[src/rtl/rv32i_pkg.sv]
// RV32I base opcodes and the instruction-format codes carried on tipo_out.
package rv32i_pkg;

  localparam logic [6:0] OPC_LUI     = 7'b0110111;
  localparam logic [6:0] OPC_AUIPC   = 7'b0010111;
  localparam logic [6:0] OPC_JAL     = 7'b1101111;
  localparam logic [6:0] OPC_JALR    = 7'b1100111;
  localparam logic [6:0] OPC_BRANCH  = 7'b1100011;
  localparam logic [6:0] OPC_LOAD    = 7'b0000011;
  localparam logic [6:0] OPC_STORE   = 7'b0100011;
  localparam logic [6:0] OPC_OPIMM   = 7'b0010011;
  localparam logic [6:0] OPC_OP      = 7'b0110011;
  localparam logic [6:0] OPC_MISCMEM = 7'b0001111;
  localparam logic [6:0] OPC_SYSTEM  = 7'b1110011;

  localparam logic [2:0] TIPO_R    = 3'd0;
  localparam logic [2:0] TIPO_I    = 3'd1;
  localparam logic [2:0] TIPO_S    = 3'd2;
  localparam logic [2:0] TIPO_B    = 3'd3;
  localparam logic [2:0] TIPO_U    = 3'd4;
  localparam logic [2:0] TIPO_J    = 3'd5;
  localparam logic [2:0] TIPO_NONE = 3'd7;

endpackage

[src/rtl/gen_inmediato.sv]
// Combinational RV32I immediate builder: reassembles the scattered immediate
// bits of instr[31:7] for the given format; R and NONE give zero.
module gen_inmediato
  import rv32i_pkg::*;
(
  input  logic [31:7] instr,
  input  logic [2:0]  tipo,
  output logic [31:0] imm
);

  always_comb begin
    imm = 32'd0;
    case (tipo)
      TIPO_I: imm = {{20{instr[31]}}, instr[31:20]};
      TIPO_S: imm = {{20{instr[31]}}, instr[31:25], instr[11:7]};
      TIPO_B: imm = {{19{instr[31]}}, instr[31], instr[7], instr[30:25], instr[11:8], 1'b0};
      TIPO_U: imm = {instr[31:12], 12'd0};
      TIPO_J: imm = {{11{instr[31]}}, instr[31], instr[19:12], instr[20], instr[30:21], 1'b0};
      default: imm = 32'd0;
    endcase
  end

endmodule

[src/rtl/etapa_decodificacion.sv]
// RV32I decode stage: drives register-file read ports in the accept cycle and
// registers decoded fields so they line up with the register file's data.
module etapa_decodificacion
  import rv32i_pkg::*;
#(
  parameter int ANCHO_XLEN = 32
)(
  input  logic                  clk,
  input  logic                  rst,
  input  logic                  flush,
  input  logic                  valid_in,
  output logic                  ready_out,
  input  logic [31:0]           instr_in,
  input  logic [ANCHO_XLEN-1:0] pc_in,
  output logic                  hab_r1,
  output logic [4:0]            addr_r1,
  output logic                  hab_r2,
  output logic [4:0]            addr_r2,
  output logic                  valid_out,
  input  logic                  ready_in,
  output logic [ANCHO_XLEN-1:0] pc_out,
  output logic [4:0]            rd_out,
  output logic                  hab_w_out,
  output logic [ANCHO_XLEN-1:0] imm_out,
  output logic [6:0]            opcode_out,
  output logic [2:0]            funct3_out,
  output logic                  funct7b5_out,
  output logic [2:0]            tipo_out,
  output logic                  illegal_out
);

  logic                  r_vld_p1;
  logic [ANCHO_XLEN-1:0] r_pc_p1;
  logic [4:0]            r_rd_p1;
  logic                  r_hab_w_p1;
  logic [ANCHO_XLEN-1:0] r_imm_p1;
  logic [6:0]            r_opcode_p1;
  logic [2:0]            r_funct3_p1;
  logic                  r_funct7b5_p1;
  logic [2:0]            r_tipo_p1;
  logic                  r_illegal_p1;

  logic                  w_accept;
  logic [6:0]            w_opcode;
  logic [4:0]            w_rd;
  logic [2:0]            w_tipo;
  logic                  w_illegal;
  logic                  w_uses_rs1;
  logic                  w_uses_rs2;
  logic                  w_writes_rd;
  logic [31:0]           w_imm;

  assign w_opcode = instr_in[6:0];
  assign w_rd     = instr_in[11:7];

  // Full 7-bit match also enforces instr[1:0] == 2'b11.
  always_comb begin
    w_tipo      = TIPO_NONE;
    w_illegal   = 1'b0;
    w_uses_rs1  = 1'b0;
    w_uses_rs2  = 1'b0;
    w_writes_rd = 1'b0;
    case (w_opcode)
      OPC_LUI, OPC_AUIPC: begin
        w_tipo      = TIPO_U;
        w_writes_rd = 1'b1;
      end
      OPC_JAL: begin
        w_tipo      = TIPO_J;
        w_writes_rd = 1'b1;
      end
      OPC_JALR, OPC_LOAD, OPC_OPIMM: begin
        w_tipo      = TIPO_I;
        w_uses_rs1  = 1'b1;
        w_writes_rd = 1'b1;
      end
      OPC_BRANCH: begin
        w_tipo     = TIPO_B;
        w_uses_rs1 = 1'b1;
        w_uses_rs2 = 1'b1;
      end
      OPC_STORE: begin
        w_tipo     = TIPO_S;
        w_uses_rs1 = 1'b1;
        w_uses_rs2 = 1'b1;
      end
      OPC_OP: begin
        w_tipo      = TIPO_R;
        w_uses_rs1  = 1'b1;
        w_uses_rs2  = 1'b1;
        w_writes_rd = 1'b1;
      end
      OPC_MISCMEM, OPC_SYSTEM: w_tipo = TIPO_NONE;
      default: w_illegal = 1'b1;
    endcase
  end

  gen_inmediato u_gen_inmediato (
    .instr (instr_in[31:7]),
    .tipo  (w_tipo),
    .imm   (w_imm)
  );

  assign ready_out = !r_vld_p1 || ready_in;
  assign w_accept  = valid_in && ready_out && !flush && !rst;
  assign addr_r1   = instr_in[19:15];
  assign addr_r2   = instr_in[24:20];
  assign hab_r1    = w_accept && w_uses_rs1;
  assign hab_r2    = w_accept && w_uses_rs2;

  // Stage p0 -> p1: decoded fields register alongside the register-file read.
  always_ff @(posedge clk) begin
    if (rst) begin
      r_vld_p1      <= 1'b0;
      r_pc_p1       <= '0;
      r_rd_p1       <= 5'd0;
      r_hab_w_p1    <= 1'b0;
      r_imm_p1      <= '0;
      r_opcode_p1   <= 7'd0;
      r_funct3_p1   <= 3'd0;
      r_funct7b5_p1 <= 1'b0;
      r_tipo_p1     <= 3'd0;
      r_illegal_p1  <= 1'b0;
    end else if (flush) begin
      r_vld_p1 <= 1'b0;
    end else if (w_accept) begin
      r_vld_p1      <= 1'b1;
      r_pc_p1       <= pc_in;
      r_rd_p1       <= w_rd;
      r_hab_w_p1    <= w_writes_rd && (w_rd != 5'd0);
      r_imm_p1      <= w_imm;
      r_opcode_p1   <= w_opcode;
      r_funct3_p1   <= instr_in[14:12];
      r_funct7b5_p1 <= instr_in[30];
      r_tipo_p1     <= w_tipo;
      r_illegal_p1  <= w_illegal;
    end else if (r_vld_p1 && ready_in) begin
      r_vld_p1 <= 1'b0;
    end
  end

  assign valid_out    = r_vld_p1;
  assign pc_out       = r_pc_p1;
  assign rd_out       = r_rd_p1;
  assign hab_w_out    = r_hab_w_p1;
  assign imm_out      = r_imm_p1;
  assign opcode_out   = r_opcode_p1;
  assign funct3_out   = r_funct3_p1;
  assign funct7b5_out = r_funct7b5_p1;
  assign tipo_out     = r_tipo_p1;
  assign illegal_out  = r_illegal_p1;

endmodule

[config.mk]
export PLATFORM = sky130hd
export DESIGN_NAME = etapa_decodificacion
export DESIGN_NICKNAME = d
export VERILOG_FILES = /design/src/rtl/rv32i_pkg.sv /design/src/rtl/gen_inmediato.sv /design/src/rtl/etapa_decodificacion.sv
export SDC_FILE = /design/constraint.sdc
export NUM_CORES = 1
export LEC_CHECK = 0
export BUFFER_PORTS_ARGS = -buffer_cell sky130_fd_sc_hd__buf_4
export CAP_MARGIN = 10
export CORE_MARGIN = 2
export CORE_UTILIZATION = 42
export DETAILED_ROUTE_END_ITERATION = 16
export PLACE_DENSITY = 0.76
export SETUP_SLACK_MARGIN = 0.02
export SLEW_MARGIN = 20
export SYNTH_ARGS = -nofsm -noshare
export SYNTH_HDL_FRONTEND = slang
export SYNTH_SLANG_ARGS = --single-unit
[constraint.sdc]
create_clock -name clk -period 1.75 [get_ports clk]
set_clock_uncertainty 0.2 [all_clocks]
set_input_delay 0.175 -clock clk [delete_from_list [all_inputs] [get_ports clk]]
set_output_delay 0.175 -clock clk [all_outputs]
set_load 0.05 [all_outputs]
Yosys cells after proc, flatten, opt, wreduce, memory -nomap -nowiden:

Cells that the tools add are included.

* input port bits: 69
* word-level logic and storage cells: 56
* register bits: 86

* bitwise operators: 1
* eq/ne operators: 16
* reduce and logical (&&, ||, !) cells: 21
* multiplexer cells: 8

Operators by type and width (count)
* $pmux 32 s5: 1
* $eq 7x7->1 const B: 4
* $eq 7x6->1 const B: 3
* $pmux 3 s6: 1
* $eq 7x5->1 const B: 2
* $reduce_or 11->1: 1
* $eq 7x2->1 const B: 1
* $eq 7x4->1 const B: 1
* $logic_and 1x1->1: 7
* $reduce_or 7->1: 1
* $eq 3x2->1 const B: 2
* $eq 3x3->1 const B: 2
* $mux 1: 6
* $reduce_or 3->1: 2
* $reduce_or 6->1: 1
* $reduce_bool 5->1: 1
* $reduce_or 2->1: 2
* $eq 3x1->1 const B: 1
* $logic_not 1->1: 3
* $reduce_and 2->1: 1
* $reduce_bool 2->1: 1
* $logic_or 1x1->1: 1
* $not 1->1: 1

Logic depth before layout (Yosys ltp):

* word-level depth: 6
* depth in mapped cells: 7
* gate-level depth less buffers: 5

Cells and area by module:

Synthesis repeated with hierarchy kept, for this count alone.

* cell total of the unflattened synthesis: 476
* area, all modules: 3623.5 um2

Modules (own cells, without submodules)
* etapa_decodificacion: cells each 410, instances 1, area each 3233.1 um2, seq. area each 1721.7 um2
* gen_inmediato: cells each 66, instances 1, area each 390.4 um2, seq. area each 0.0 um2

Worst setup path after synthesis:

Ideal clock, no wire load.

* kind: reg-to-reg
* start: register r_vld_p1 (netlist: valid_out)
* end: register r_tipo_p1[2] (netlist: tipo_out[2])
* path buffers: 0
* cell stages (with the launch flop): 5
* slack: -1551 ps
* setup time: 204 ps
* arrival: 2897 ps
* required time: 1346 ps
* period minus slack after synthesis: 3301 ps
* cell sequence: dfxtp_1 nand2b_1 nand3_1 nor4_1 nor3_1

* cells in the longest elaborated chain, start to end: 6

RTL lines
* start, declared: RTL line etapa_decodificacion.sv:32 `logic r_vld_p1;`
* start signal, assigned: RTL line etapa_decodificacion.sv:114 `r_vld_p1 <= 1'b0;`
* start signal, assigned: RTL line etapa_decodificacion.sv:125 `r_vld_p1 <= 1'b0;`
* start signal, assigned: RTL line etapa_decodificacion.sv:127 `r_vld_p1 <= 1'b1;`
* $logic_not 1->1: RTL line etapa_decodificacion.sv:104 `assign ready_out = !r_vld_p1 || ready_in;`
* $logic_or 1x1->1: RTL line etapa_decodificacion.sv:104
* net ready_out: RTL line etapa_decodificacion.sv:12 `output logic ready_out,`
* $logic_and 1x1->1 (3 in series): RTL line etapa_decodificacion.sv:105 `assign w_accept = valid_in && ready_out && !flush && !rst;`
* $reduce_and 2->1 (no source line)
* end signal, assigned: RTL line etapa_decodificacion.sv:135 `r_tipo_p1 <= w_tipo;`
* end, declared: RTL line etapa_decodificacion.sv:40 `logic [2:0] r_tipo_p1;`

The timed path passes the listed nets, and every way through them passes these cells.
A chain may end at the register's enable or synchronous reset.

Worst setup path after layout:

* start: register r_vld_p1 (netlist: valid_out)
* end: output hab_r2

* cells in the longest elaborated chain, start to end: 6

RTL lines
* $logic_not 1->1: RTL line etapa_decodificacion.sv:104
* $logic_or 1x1->1: RTL line etapa_decodificacion.sv:104
* $logic_and 1x1->1 (3 in series): RTL line etapa_decodificacion.sv:105
* $logic_and 1x1->1: RTL line etapa_decodificacion.sv:109 `assign hab_r2 = w_accept && w_uses_rs2;`
* end, declared: RTL line etapa_decodificacion.sv:17 `output logic hab_r2,`

Every way passes these cells.

==> flow_metrics.py <==
metrics = {
    "outcome": {
        "run_status": "finished, violations left",
        "violations": "negative hold slack, negative setup slack",
    },
    "die": {
        "io_pins": 168,
        "core_um2": 8300,
        "die_w_um": 96.9,
        "start_util_pct": 43.7,
        "die_area_um2": 9390,
        "die_y_um": 96.9,
        "row_count": 33,
    },
    "placement": {
        "dpl-instance-area_um2": 4980,
        "port-buffer-count": 167,
        "gp_congestion": 0.883,
        "dp_hpwl_um": 7850,
    },
    "layout": {
        "seq_area_um2": 1730,
        "fillers": 617,
        "fin_nets": 702,
        "area_growth_pct": 62.3,
        "finalInstanceArea_um2": 5880,
        "diodes": 0,
        "multi_input_area_um2": 1680,
        "drive_gt1_share_pct": 36.8,
    },
    "critical_path": {
        "critPathKind": "register to output port",
        "slowest_stage": "dfxtp_4",
        "crit_family": "simple AND/OR/NAND/NOR gates",
        "cp.arrival_ns": 1.38,
        "worstPathMaxFanout": 4,
        "critPathRequiredTime_ns": 1.37,
        "worstPathCellList": "nand2b_4, nand3b_1, nor2_2, and3_4, buf_8",
        "start_kind": "register",
        "crit_buf_inv": 1,
        "critPathMaxStageDelay_ns": 0.36,
        "cp-end-kind": "output port",
    },
    "clock_network": {
        "cts_root_buf": "clkbuf_8",
        "cts_buffer_depth": 2,
        "h-tree-depth": 3,
        "cts_tree": "built",
        "clk_latency_ns": 0.34,
        "cts_made_buffers": 9,
        "clk_pin_slew_worst_paths_ns": 0.09,
        "cts_sinks": 86,
        "postCtsHoldBufs": 64,
    },
    "synth": {
        "syn_area_per_cell_um2": 8.82,
        "synthesis.area_um2": 3620,
        "yosysWarnings": 0,
        "ys_top_cells_by_area": "dfxtp_1 48%, nand2_1 11%, a21oi_1 10%",
        "synthTopCellsByCount": "106 x nand2_1, 86 x dfxtp_1, 76 x a21oi_1",
        "ys_ff_latch": 86,
        "netlist.top_cell.by_area": "dfxtp_1",
        "synthArstFlopShare_pct": 0,
        "yosysTopAreaCellShare_pct": 47.5,
        "ys_seq_area_share_pct": 47.5,
        "ys_types": 49,
        "syn_nets": 480,
        "postSynthCellCount": 411,
        "synth_edf_count": 0,
        "ys_dominant_reg_cell": "dfxtp_1",
        "yosysMostFrequentCell": "nand2_1",
    },
    "power": {
        "powerDensity_nw_per_um2": 761,
        "p_leak_nw": 2.48,
        "total_power_mw": 4.48,
        "ir_drop_mv": 0.502,
    },
    "routing": {
        "via_per_inst": 5.20,
        "drtAntennaViolNets": 0,
        "first_iter_violations": 127,
        "routedWlPerCell_um": 16.0,
        "totalWireLength_um": 11900,
        "firstDrtPassIters": 5,
        "remaining_drc_errors": 0,
        "vias": 3861,
    },
    "timing": {
        "fin_crit_sh_pct": 100,
        "slew_viol_final": 0,
        "hold_violations": 2,
        "slew-limit-headroom_pct": 71.6,
        "setup_viol": 1,
        "worst_slack_ns": -0.00514,
        "rsz0062_at_grt": "yes",
        "hold_ws_ns": -0.00944,
        "tightest_slew_ns": 0.426,
        "finalCriticalPeriod_ns": 1.76,
        "fmax_mhz": 570,
    },
    "grt": {
        "gr-total-overflow": 0,
        "grt_pass1_vias": 3824,
        "grt_pass1_wl_um": 19500,
        "antenna_found_initial": 0,
        "groute.usage.overall_pct": 25.0,
        "grt_start_max_net_pins": 42,
    },
    "hold_path": {
        "min_path_type": "input port to register",
    },
    "run": {
        "maxCapViolCount": 0,
    },
}
worst paths after layout:
kind	depth (start not counted)	slack, ns	from	endpoint
worst max register to register	7	0.14	valid_out	imm_out[6]
worst min-delay path	4	-0.009	flush	imm_out[11]
worst min register to register	2	0.26	tipo_out[1]	tipo_out[1]
worst max-delay path	5	-0.005	valid_out	hab_r2
metal layers:
layer / track usage [%] / vias up / part of all wire, %
met5: 0 / - / 0
met4: 8.02 / 0 / 1.9
met3: 5.78 / 21 / 7.4
met2: 41.8 / 187 / 48
met1: 31.9 / 1794 / 43
li1: - / 1859 / -
per-stage QoR:
step | setup TNS, ns | util (%) | setup WS (ns) | cells
final | -0.00514 | 70.9 | -0.00514 | 743
after global routing | -0.140 | 70.9 | -0.0921 | 743
after CTS | -0.0784 | 70.7 | -0.0626 | 742
after detailed placement | -0.00694 | 60.0 | -0.00694 | 659
after global placement | 0 | 60.0 | 0.0348 | 659
after floorplan | -0.104 | - | -0.0766 | 411
flip-flops by register name, summed over array words and instances, names as in the netlist:
register / cells
imm_out: 32
pc_out: 32
opcode_out: 7
rd_out: 5
funct3_out: 3
tipo_out: 3
funct7b5_out: 1
hab_w_out: 1
illegal_out: 1
valid_out: 1
repair_timing:
| action | in CTS | in global routing |
|---|---|---|
| endpoints found under the hold margin | 81 | 1 |
| gates cloned | 0 | 0 |
| setup endpoints to repair | 2 | 3 |
| buffers inserted | 3 | 1 |
| resized for setup | 5 | 1 |
| pin swaps | 4 | 4 |
cells by family (layout without fill, tap and decap cells):
kind of cell / after synthesis / in the layout / share of synthesized area [%]
AND/OR/NAND/NOR: 151 / 151 / 18.8
AO/OA/AOI/OAI: 128 / 128 / 26.1
flip-flops: 86 / 86 / 47.5
buffers and inverters: 46 / 273 / 7.60
worst register-to-register path: stages (launching register included):
cell and delay, ns:
dfxtp_4 0.36, nand2b_4 0.09, nand3b_1 0.12, buf_4 0.16
buf_4 0.15, buf_12 0.16, a22oi_1 0.20, nor2_1 0.06
power by group:
group | internal [mW] | switching [mW]
registers | 2.02 | 0.0358
logic | 0.401 | 0.588
clock network | 0.707 | 0.722
total | 3.13 | 1.35
cell usage in the layout, fill, tap and decap left out, types with 5 or more instances in the layout:
| cell | synthesis | routed |
|---|---|---|
| buf_4 | 11 | 182 |
| nand2_1 | 106 | 106 |
| dfxtp_1 | 86 | 85 |
| a21oi_1 | 76 | 76 |
| dlygate4sd3_1 | 0 | 64 |
| nor2_1 | 17 | 14 |
| o2bb2ai_2 | 10 | 10 |
| o2bb2ai_1 | 10 | 10 |
| clkbuf_8 | 0 | 10 |
| a22oi_1 | 6 | 6 |
| nand2b_1 | 6 | 5 |
| a221oi_1 | 5 | 5 |
layout make-up:
class	count	area share [%]
inverters	4	0.255
repair buffers	253	36.1
clock buffers	10	2.34
well taps	105	2.23
clock inverters	6	1.15
multi-input cells	279	28.6
flip-flops and latches	86	29.3
Note: power is estimated with default switching activity, not from simulation.
